**src/rtl/fpu_result_collector.sv**
```systemverilog
// fpu_result_collector
// Collects results from one add_sub and one mul FPU through their
// v_o/z_o/yumi_i handshakes. Both sources share one round-robin arbiter.
// Each result is tagged with its source and its exception flags, buffered
// in a small FIFO, and presented on a single valid/ready output stream.
// A saturating counter tracks how many buffered results raised exceptions.
//
// Optional build macro: FPU_COLLECT_NAN_CANON_EN
//   When defined, a result whose invalid flag is set is stored as the
//   canonical quiet NaN instead of the value the FPU produced.
//   The flags and the exception counter are not affected.
module fpu_result_collector #(
    parameter int E_P   = 8,
    parameter int M_P   = 23,
    parameter int DEPTH = 4,
    localparam int W     = E_P + M_P + 1,
    localparam int CNT_W = $clog2(DEPTH + 1)
) (
    input  logic             clk_i,
    input  logic             reset_n_i,
    input  logic             add_v_i,
    input  logic [W-1:0]     add_z_i,
    input  logic [3:0]       add_flags_i,
    output logic             add_yumi_o,
    input  logic             mul_v_i,
    input  logic [W-1:0]     mul_z_i,
    input  logic [3:0]       mul_flags_i,
    output logic             mul_yumi_o,
    output logic             v_o,
    output logic [W-1:0]     z_o,
    output logic             src_o,
    output logic [3:0]       flags_o,
    input  logic             ready_i,
    output logic [CNT_W-1:0] count_o,
    output logic [15:0]      err_cnt_o
);

    localparam int PTR_W = (DEPTH > 1) ? $clog2(DEPTH) : 1;
    localparam int ENT_W = W + 5;   // {src, flags[3:0], z}
    localparam logic [W-1:0] QNAN = {1'b0, {E_P{1'b1}}, 1'b1, {(M_P-1){1'b0}}};

    logic [ENT_W-1:0] r_mem [DEPTH];
    logic [PTR_W-1:0] r_wr_ptr;
    logic [PTR_W-1:0] r_rd_ptr;
    logic [CNT_W-1:0] r_count;
    logic [15:0]      r_err_cnt;
    logic             r_prefer_mul;   // 0: add wins a tie, 1: mul wins a tie

    logic             w_space;
    logic             w_add_yumi;
    logic             w_mul_yumi;
    logic             w_push;
    logic             w_pop;
    logic [3:0]       w_flags;
    logic [W-1:0]     w_z_raw;
    logic [W-1:0]     w_z;
    logic [ENT_W-1:0] w_push_entry;
    logic [ENT_W-1:0] w_rd_entry;

    // Space is judged on registered occupancy. A pop in the same cycle
    // therefore never opens a slot for a new push.
    assign w_space = (r_count < CNT_W'(DEPTH));

    // Round-robin grant. At most one yumi is asserted, and a yumi is only
    // asserted with its valid. Reset forces both low at once, because the
    // FPUs must not dequeue while the collector is being cleared.
    always_comb begin
        w_add_yumi = 1'b0;
        w_mul_yumi = 1'b0;
        if (reset_n_i && w_space) begin
            if (add_v_i && mul_v_i) begin
                w_mul_yumi = r_prefer_mul;
                w_add_yumi = ~r_prefer_mul;
            end else begin
                w_add_yumi = add_v_i;
                w_mul_yumi = mul_v_i;
            end
        end
    end

    assign add_yumi_o = w_add_yumi;
    assign mul_yumi_o = w_mul_yumi;
    assign w_push     = w_add_yumi | w_mul_yumi;
    assign w_pop      = (r_count != '0) & ready_i;

    assign w_flags = w_mul_yumi ? mul_flags_i : add_flags_i;
    assign w_z_raw = w_mul_yumi ? mul_z_i     : add_z_i;

`ifdef FPU_COLLECT_NAN_CANON_EN
    assign w_z = w_flags[2] ? QNAN : w_z_raw;
`else
    assign w_z = w_z_raw;
`endif

    assign w_push_entry = {w_mul_yumi, w_flags, w_z};

    // FIFO storage. Entries reset to zero so that the output fields read 0
    // while the collector is held in reset.
    generate
        for (genvar gi = 0; gi < DEPTH; gi++) begin : g_mem
            always_ff @(posedge clk_i or negedge reset_n_i) begin
                if (!reset_n_i)
                    r_mem[gi] <= '0;
                else if (w_push && (r_wr_ptr == PTR_W'(gi)))
                    r_mem[gi] <= w_push_entry;
            end
        end
    endgenerate

    // Pointers, occupancy and the arbiter's tie-break state.
    always_ff @(posedge clk_i or negedge reset_n_i) begin
        if (!reset_n_i) begin
            r_wr_ptr     <= '0;
            r_rd_ptr     <= '0;
            r_count      <= '0;
            r_prefer_mul <= 1'b0;
        end else begin
            if (w_push)
                r_wr_ptr <= r_wr_ptr + PTR_W'(1);
            if (w_pop)
                r_rd_ptr <= r_rd_ptr + PTR_W'(1);
            case ({w_push, w_pop})
                2'b10:   r_count <= r_count + CNT_W'(1);
                2'b01:   r_count <= r_count - CNT_W'(1);
                default: r_count <= r_count;
            endcase
            // The tie-break flips only on a real grant, toward the other source.
            if (w_push)
                r_prefer_mul <= w_add_yumi;
        end
    end

    // Saturating count of pushed results that carry any exception flag.
    always_ff @(posedge clk_i or negedge reset_n_i) begin
        if (!reset_n_i)
            r_err_cnt <= '0;
        else if (w_push && (w_flags != 4'b0000) && (r_err_cnt != 16'hFFFF))
            r_err_cnt <= r_err_cnt + 16'd1;
    end

    assign w_rd_entry = r_mem[r_rd_ptr];
    assign v_o        = (r_count != '0);
    assign z_o        = w_rd_entry[W-1:0];
    assign flags_o    = w_rd_entry[W+3:W];
    assign src_o      = w_rd_entry[W+4];
    assign count_o    = r_count;
    assign err_cnt_o  = r_err_cnt;

endmodule
```
**config.mk**
```make
export PLATFORM = sky130hd
export DESIGN_NAME = fpu_result_collector
export DESIGN_NICKNAME = d
export VERILOG_FILES = /design/src/rtl/fpu_result_collector.sv
export SDC_FILE = /design/constraint.sdc
export NUM_CORES = 1
export LEC_CHECK = 0
export BUFFER_PORTS_ARGS = -buffer_cell sky130_fd_sc_hd__buf_2
export CORE_ASPECT_RATIO = 1.1
export CORE_UTILIZATION = 51
export CTS_CLUSTER_DIAMETER = 150
export DETAILED_ROUTE_END_ITERATION = 10
export HOLD_SLACK_MARGIN = 0.15
export PLACE_DENSITY = 0.77
export SETUP_SLACK_MARGIN = 0.1
export SYNTH_ARGS = -nofsm -noshare
export SYNTH_HDL_FRONTEND = slang
export SYNTH_SLANG_ARGS = --single-unit
```
**constraint.sdc**
```tcl
create_clock -name clk_i -period 1.65 [get_ports clk_i]
set_input_delay 0.33 -clock clk_i [delete_from_list [all_inputs] [get_ports clk_i]]
set_output_delay 0.33 -clock clk_i [all_outputs]
set_load 0.03 [all_outputs]
```
==> impl_metrics.py, run 1 <==
metrics = {
    "synthesis": {
        "syn_nets": 759,
        "ys_top_cells_by_area": "dfrtp_1 56%, mux4_2 11%, o21ai_0 8.0%",
        "synth_edf_count": 0,
        "synth_top_area_cell": "dfrtp_1",
        "yosysMostFrequentCell": "dfrtp_1",
        "async_flop_share": 1.000,
        "synth_area_um2": 7719,
        "ys_ff_latch": 172,
        "synth_top_area_share": 0.5576,
        "seq_area_frac_synth": 0.5576,
        "synth_common_cells": "172 x dfrtp_1, 154 x nand2_1, 124 x o21ai_0",
        "synth_cell_type_count": 42,
        "synth_flop_cell": "dfrtp_1",
        "synth_warnings": 0,
        "syn_avg_cell_area_um2": 11.44,
        "synth_cells": 675,
    },
    "sta": {
        "finalCriticalPeriod_ps": 2218,
        "report.final.slew_viol_count": 0,
        "rsz0062_at_grt": "yes",
        "setup_violations": 205,
        "whs_ps": -24.98,
        "fin_crit_sh": 1.345,
        "tightest_slew_ps": 845.0,
        "relSlewSlack": 0.4367,
        "finalHoldViolCount": 33,
        "fmax_mhz": 450.8,
        "setup_slack_ps": -568.4,
        "clock_skew_ps": 5.920,
    },
    "setup_path": {
        "path_class": "register to output pin",
        "required_ps": 1320,
        "path_buf_inv": 3,
        "crit_path_end_kind": "output pin",
        "critPathArrivalTime_ps": 1890,
        "start_kind": "register",
        "worstPathMaxFanout": 6,
        "path_cells": "buf_4 -> buf_16 -> mux4_2 -> buf_6",
        "critPathMaxStageDelay_ps": 550,
        "r2r-start": "count_o[2]",
        "slowest_stage": "mux4_2",
        "rr_endpoint": "r_mem[121]",
        "reg2reg_slack_ps": -280,
        "ff2ff_path_depth": 9,
        "cpLargestDelayFamily": "multiplexers",
    },
    "cells_and_area": {
        "final_layout_size_suffix_gt1_frac": 0.6091,
        "area_growth_pct": 63.09,
        "post-route-util": 0.8611,
        "diodes": 0,
        "layout.nets": 997,
        "fillers": 619,
    },
    "floorplanning": {
        "dieWidth_um": 119.3,
        "die_area_um2": 15630,
        "initial_core_util": 0.5280,
        "num_rows": 46,
        "ios": 136,
        "core-area_um2": 14620,
        "die_h_um": 131.0,
    },
    "routing": {
        "drtIter0Drc": 887,
        "vias": 7253,
        "ant_nets": 0,
        "avgViaCountPerCell": 6.487,
        "drt_pass1_iterations": 8,
        "drc": 1,
        "wl_per_cell_um": 26.89,
        "routed_wl_um": 30070,
    },
    "global_route": {
        "grt_antenna_before_repair": 0,
        "grt_pass1_wl_um": 32230,
        "grt_max_degree": 77,
        "globalRouteTotalUtil": 0.2718,
        "grt_pass1_vias": 6351,
        "met3_usage": 0.05816,
        "met1_usage": 0.3275,
        "grt_busiest_layer": "met2",
        "grt_overflow": 0,
        "grt_use_met2": 0.4904,
    },
    "cts": {
        "cts_buffer_depth": 2,
        "cts_tree": "built",
        "clock_tree.root_cell": "clkbuf_16",
        "cts.htree.levels": 4,
        "clk_pin_slew_worst_paths_ps": 60,
        "numClockSinks": 172,
        "clock_latency_ps": 430,
        "numCtsBuffers": 17,
    },
    "placement": {
        "gp_congestion": 0.8421,
        "io_buffers": 135,
        "preCtsSetupSlack_ps": -215.2,
        "hpwl_um": 12640,
    },
    "outcome": {
        "violations": "DRC, hold timing, setup timing",
        "outcome": "finished, violations left",
    },
    "power": {
        "vdd_drop_max_uv": 1369,
        "power.total_uw": 25410,
        "p_leak_uw": 0.005795,
        "p_per_area_nw_per_um2": 2019,
    },
    "flow_run": {
        "max-cap-violations": 0,
    },
    "min_path": {
        "hp-class": "primary input to asynchronous set/reset pin",
    },
}
==> worst max path at each step <==
stage | start | to | slack (ps) | cells past startpoint
floorplan | count_o[1] | count_o[2] | -280 | 8
global placement | reset_n_i | count_o[2] | -160 | 10
detailed placement | reset_n_i | count_o[2] | -220 | 10
CTS | r_rd_ptr[0] | z_o[10] | -500 | 4
global route | r_rd_ptr[0] | z_o[17] | -600 | 4
finish | r_rd_ptr[0] | z_o[17] | -570 | 4
==> cells in the final DEF, fill, tap and decap left out, types with 26 or more instances in the layout <==
cell,Yosys,final
mux4_2,37,37
nand2_2,2,41
clkbuf_16,0,40
nand2_4,0,26
mux2i_4,0,35
buf_4,3,42
dfrtp_1,172,158
buf_12,0,26
buf_2,12,93
o21ai_2,0,78
nand2_1,154,86
o21ai_1,22,68
buf_6,4,62
==> power breakdown <==
| part | leakage [uW] | switching, uW | internal, uW |
|---|---|---|---|
| combinational | 0.00334 | 7090 | 6520 |
| clock | 0.000298 | 1650 | 2490 |
| sequential | 0.00216 | 1570 | 6090 |
| total | 0.00580 | 10300 | 15100 |
==> layout make-up <==
cell class / count / area, um2 / area share
Multi-Input combinational cell: 455 / 4564 / 0.3626
Sequential cell: 172 / 4322 / 0.3433
Timing Repair Buffer: 257 / 2815 / 0.2236
Clock buffer: 24 / 481.7 / 0.03827
Tap cell: 192 / 240.2 / 0.01908
Clock inverter: 8 / 115.1 / 0.009144
Inverter: 10 / 50.05 / 0.003976
==> routing by layer <==
metal	part of all wire	vias to the layer above	routed length, um
li1	-	2891	-
met1	0.35	3678	10550
met2	0.51	530	15350
met3	0.081	154	2439
met4	0.058	0	1735
met5	0	-	0
==> cell families after synthesis <==
kind of cell | synth area share
muxes | 0.1574
xor gates and xnor gates | 0.02156
and+or+nand+nor | 0.1094
AOI/OAI and AO/OA | 0.1086
buffers and inverters | 0.03307
adders and majority gates | 0.01232
DFF | 0.5576
==> flip-flops by register name, indices dropped and copies added, names as in the netlist <==
register and count:
r_mem 148, err_cnt_o 16, count_o 3, r_rd_ptr 2
r_wr_ptr 2, r_prefer_mul 1
==> timing repair <==
action                     CTS  global route
pin swaps                   69            63
setup endpoints to repair  154           245
gates resized for setup    169           237
cloned                       4            39
hold endpoints to repair    33            33
setup buffers               17            19
==> metrics by stage <==
stage	TNS, ps	cells	instance area [um2]
after floorplan	-553.5	675	8324
after global placement	-5137	1011	9529
after detailed placement	-15190	1011	9529
after CTS	-24900	1064	10880
after global routing	-51190	1118	12590
final	-41460	1118	12590
Note: power is estimated with default switching activity, not from simulation.
==> run 2, diff against run 1 <==
CORE_MARGIN = 3   (was unset)
CORE_UTILIZATION = 35   (was 51)
PLACE_DENSITY = 0.54   (was 0.77)
clock period = 2.7 ns   (was 1.65 ns; I/O delays follow)
==> run 2 against run 1 <==
Against the previous run: the run now ends clean; critical path type unchanged; design area is 26% lower; clock skew is 4.5 ps higher; critical endpoint unchanged; flip-flop and latch count stayed put; via count is 26% lower; total power is 55% lower; worst hold slack better by 270 ps; combinational power is 65% lower; critical path depth is 1 lower; register-to-register slack better by 960 ps; first-iteration DRC count is 75% lower; cell count is 1.2% lower.
==> impl_metrics.py, run 2 (synthesized netlist as in run 1, its figures left out) <==
metrics = {
    "routing": {
        "avgViaCountPerCell": 4.828,
        "ant_nets": 0,
        "wl_per_cell_um": 15.77,
        "drc": 0,
        "drt_pass1_iterations": 4,
        "vias": 5335,
        "drtIter0Drc": 225,
        "routed_wl_um": 17420,
    },
    "global_route": {
        "grt_busiest_layer": "met2",
        "grt_antenna_before_repair": 1,
        "grt_use_met2": 0.2362,
        "grt_pass1_vias": 5524,
        "grt_pass1_wl_um": 28930,
        "met1_usage": 0.2138,
        "met3_usage": 0.04381,
        "grt_max_degree": 127,
        "grt_overflow": 0,
        "globalRouteTotalUtil": 0.1519,
    },
    "sta": {
        "tightest_slew_ps": 712.2,
        "clock_skew_ps": 10.47,
        "fin_crit_sh": 0.9162,
        "finalHoldViolCount": 0,
        "setup_violations": 0,
        "finalCriticalPeriod_ps": 2474,
        "relSlewSlack": 0.5252,
        "fmax_mhz": 404.2,
        "report.final.slew_viol_count": 0,
        "tns_ps": 0,
        "rsz0062_at_grt": "no",
    },
    "cells_and_area": {
        "diodes": 0,
        "post-route-util": 0.4347,
        "regMostFlops": "r_mem",
        "final_common_cell": "dfrtp_1",
        "layout_common_cells": "170 x dfrtp_1, 152 x nand2_1, 134 x buf_2",
        "fin_cells": 1105,
        "final_layout_size_suffix_gt1_frac": 0.2957,
        "area_growth_pct": 21.14,
        "largest_register_ffs": 148,
        "layout.nets": 886,
    },
    "setup_path": {
        "critPathArrivalTime_ps": 1930,
        "start_kind": "register",
        "ff2ff_path_depth": 8,
        "r2r-start": "count_o[2]",
        "worstPathMaxFanout": 18,
        "required_ps": 2160,
        "crit_path_end_kind": "output pin",
        "reg2reg_slack_ps": 680,
        "path_class": "register to output pin",
        "critPathCapture": "z_o[17]",
        "startpoint": "r_rd_ptr[0]",
        "rr_endpoint": "count_o[2]",
    },
    "power": {
        "vdd_drop_max_uv": 588.6,
        "power.total_uw": 11560,
        "p_leak_uw": 0.004630,
        "p_per_area_nw_per_um2": 1236,
    },
    "placement": {
        "gp_congestion": 0.7437,
        "hpwl_um": 11300,
        "io_buffers": 135,
        "dp_cells": 1073,
    },
    "cts": {
        "numClockSinks": 172,
        "cts_resized": 0,
        "postCtsHoldBufs": 0,
        "post_cts.repair.setup_buffers": 0,
        "cts_tree": "built",
        "clock_tree.root_cell": "clkbuf_16",
        "clock_latency_ps": 420,
        "cts.htree.levels": 4,
        "cts_buffer_depth": 2,
        "clk_pin_slew_worst_paths_ps": 70,
        "numCtsBuffers": 17,
    },
    "floorplanning": {
        "core-area_um2": 21510,
        "num_rows": 56,
        "dieWidth_um": 147.6,
        "initial_core_util": 0.3588,
        "die_area_um2": 23870,
        "ios": 136,
        "die_h_um": 161.8,
    },
    "flow_run": {
        "max-cap-violations": 0,
    },
    "outcome": {
        "outcome": "completed",
    },
    "min_path": {
        "hp-class": "primary input to asynchronous set/reset pin",
    },
}
## run 2: worst max-delay path, stage by stage, from the launching register on
cell,delay (ps)
dfrtp_2,380
buf_4,360
mux4_2,580
buf_2,200
## run 2: metal layers
| layer | share of wire | vias up |
|---|---|---|
| li1 | - | 2621 |
| met1 | 0.48 | 2586 |
| met2 | 0.46 | 111 |
| met3 | 0.052 | 15 |
| met4 | 0.0083 | 2 |
| met5 | 0.00040 | - |
## run 2: layout make-up
| type | count | area [um2] |
|---|---|---|
| Tap cell | 290 | 362.8 |
| Multi-Input combinational cell | 450 | 3169 |
| Sequential cell | 172 | 4307 |
| Clock buffer | 18 | 439.2 |
| Fill cell | 2077 | 12160 |
| Clock inverter | 14 | 157.7 |
| Timing Repair Buffer | 151 | 877.1 |
| Inverter | 10 | 37.54 |
## run 2: worst min-delay path by stage
stage / endpoint / from / depth (start not counted)
6_report: r_mem[46] / reset_n_i / 2
5_1_grt: r_mem[46] / reset_n_i / 2
4_1_cts: r_mem[121] / reset_n_i / 2
3_5_place_dp: r_mem[53] / r_mem[53] / 2
3_3_place_gp: r_mem[99] / r_mem[99] / 2
2_1_floorplan: count_o[0] / reset_n_i / 0
## run 2: power breakdown
group / switching, uW / total, uW / internal, uW
Clock: 1050 / 2460 / 1410
Sequential: 611 / 4320 / 3700
Combinational: 2860 / 4780 / 1920
Total: 4530 / 11600 / 7030
## run 2: stage by stage
| step | instance area, um2 | setup WS [ps] | hold WS [ps] |
|---|---|---|---|
| 2_1_floorplan | 7719 | 502.3 | 244.4 |
| 3_3_place_gp | 8753 | 585.8 | 457.8 |
| 3_5_place_dp | 8753 | 559.6 | 465.3 |
| 4_1_cts | 9350 | 165.6 | 277.6 |
| 5_1_grt | 9350 | 110.8 | 282.0 |
| 6_report | 9350 | 226.2 | 241.1 |
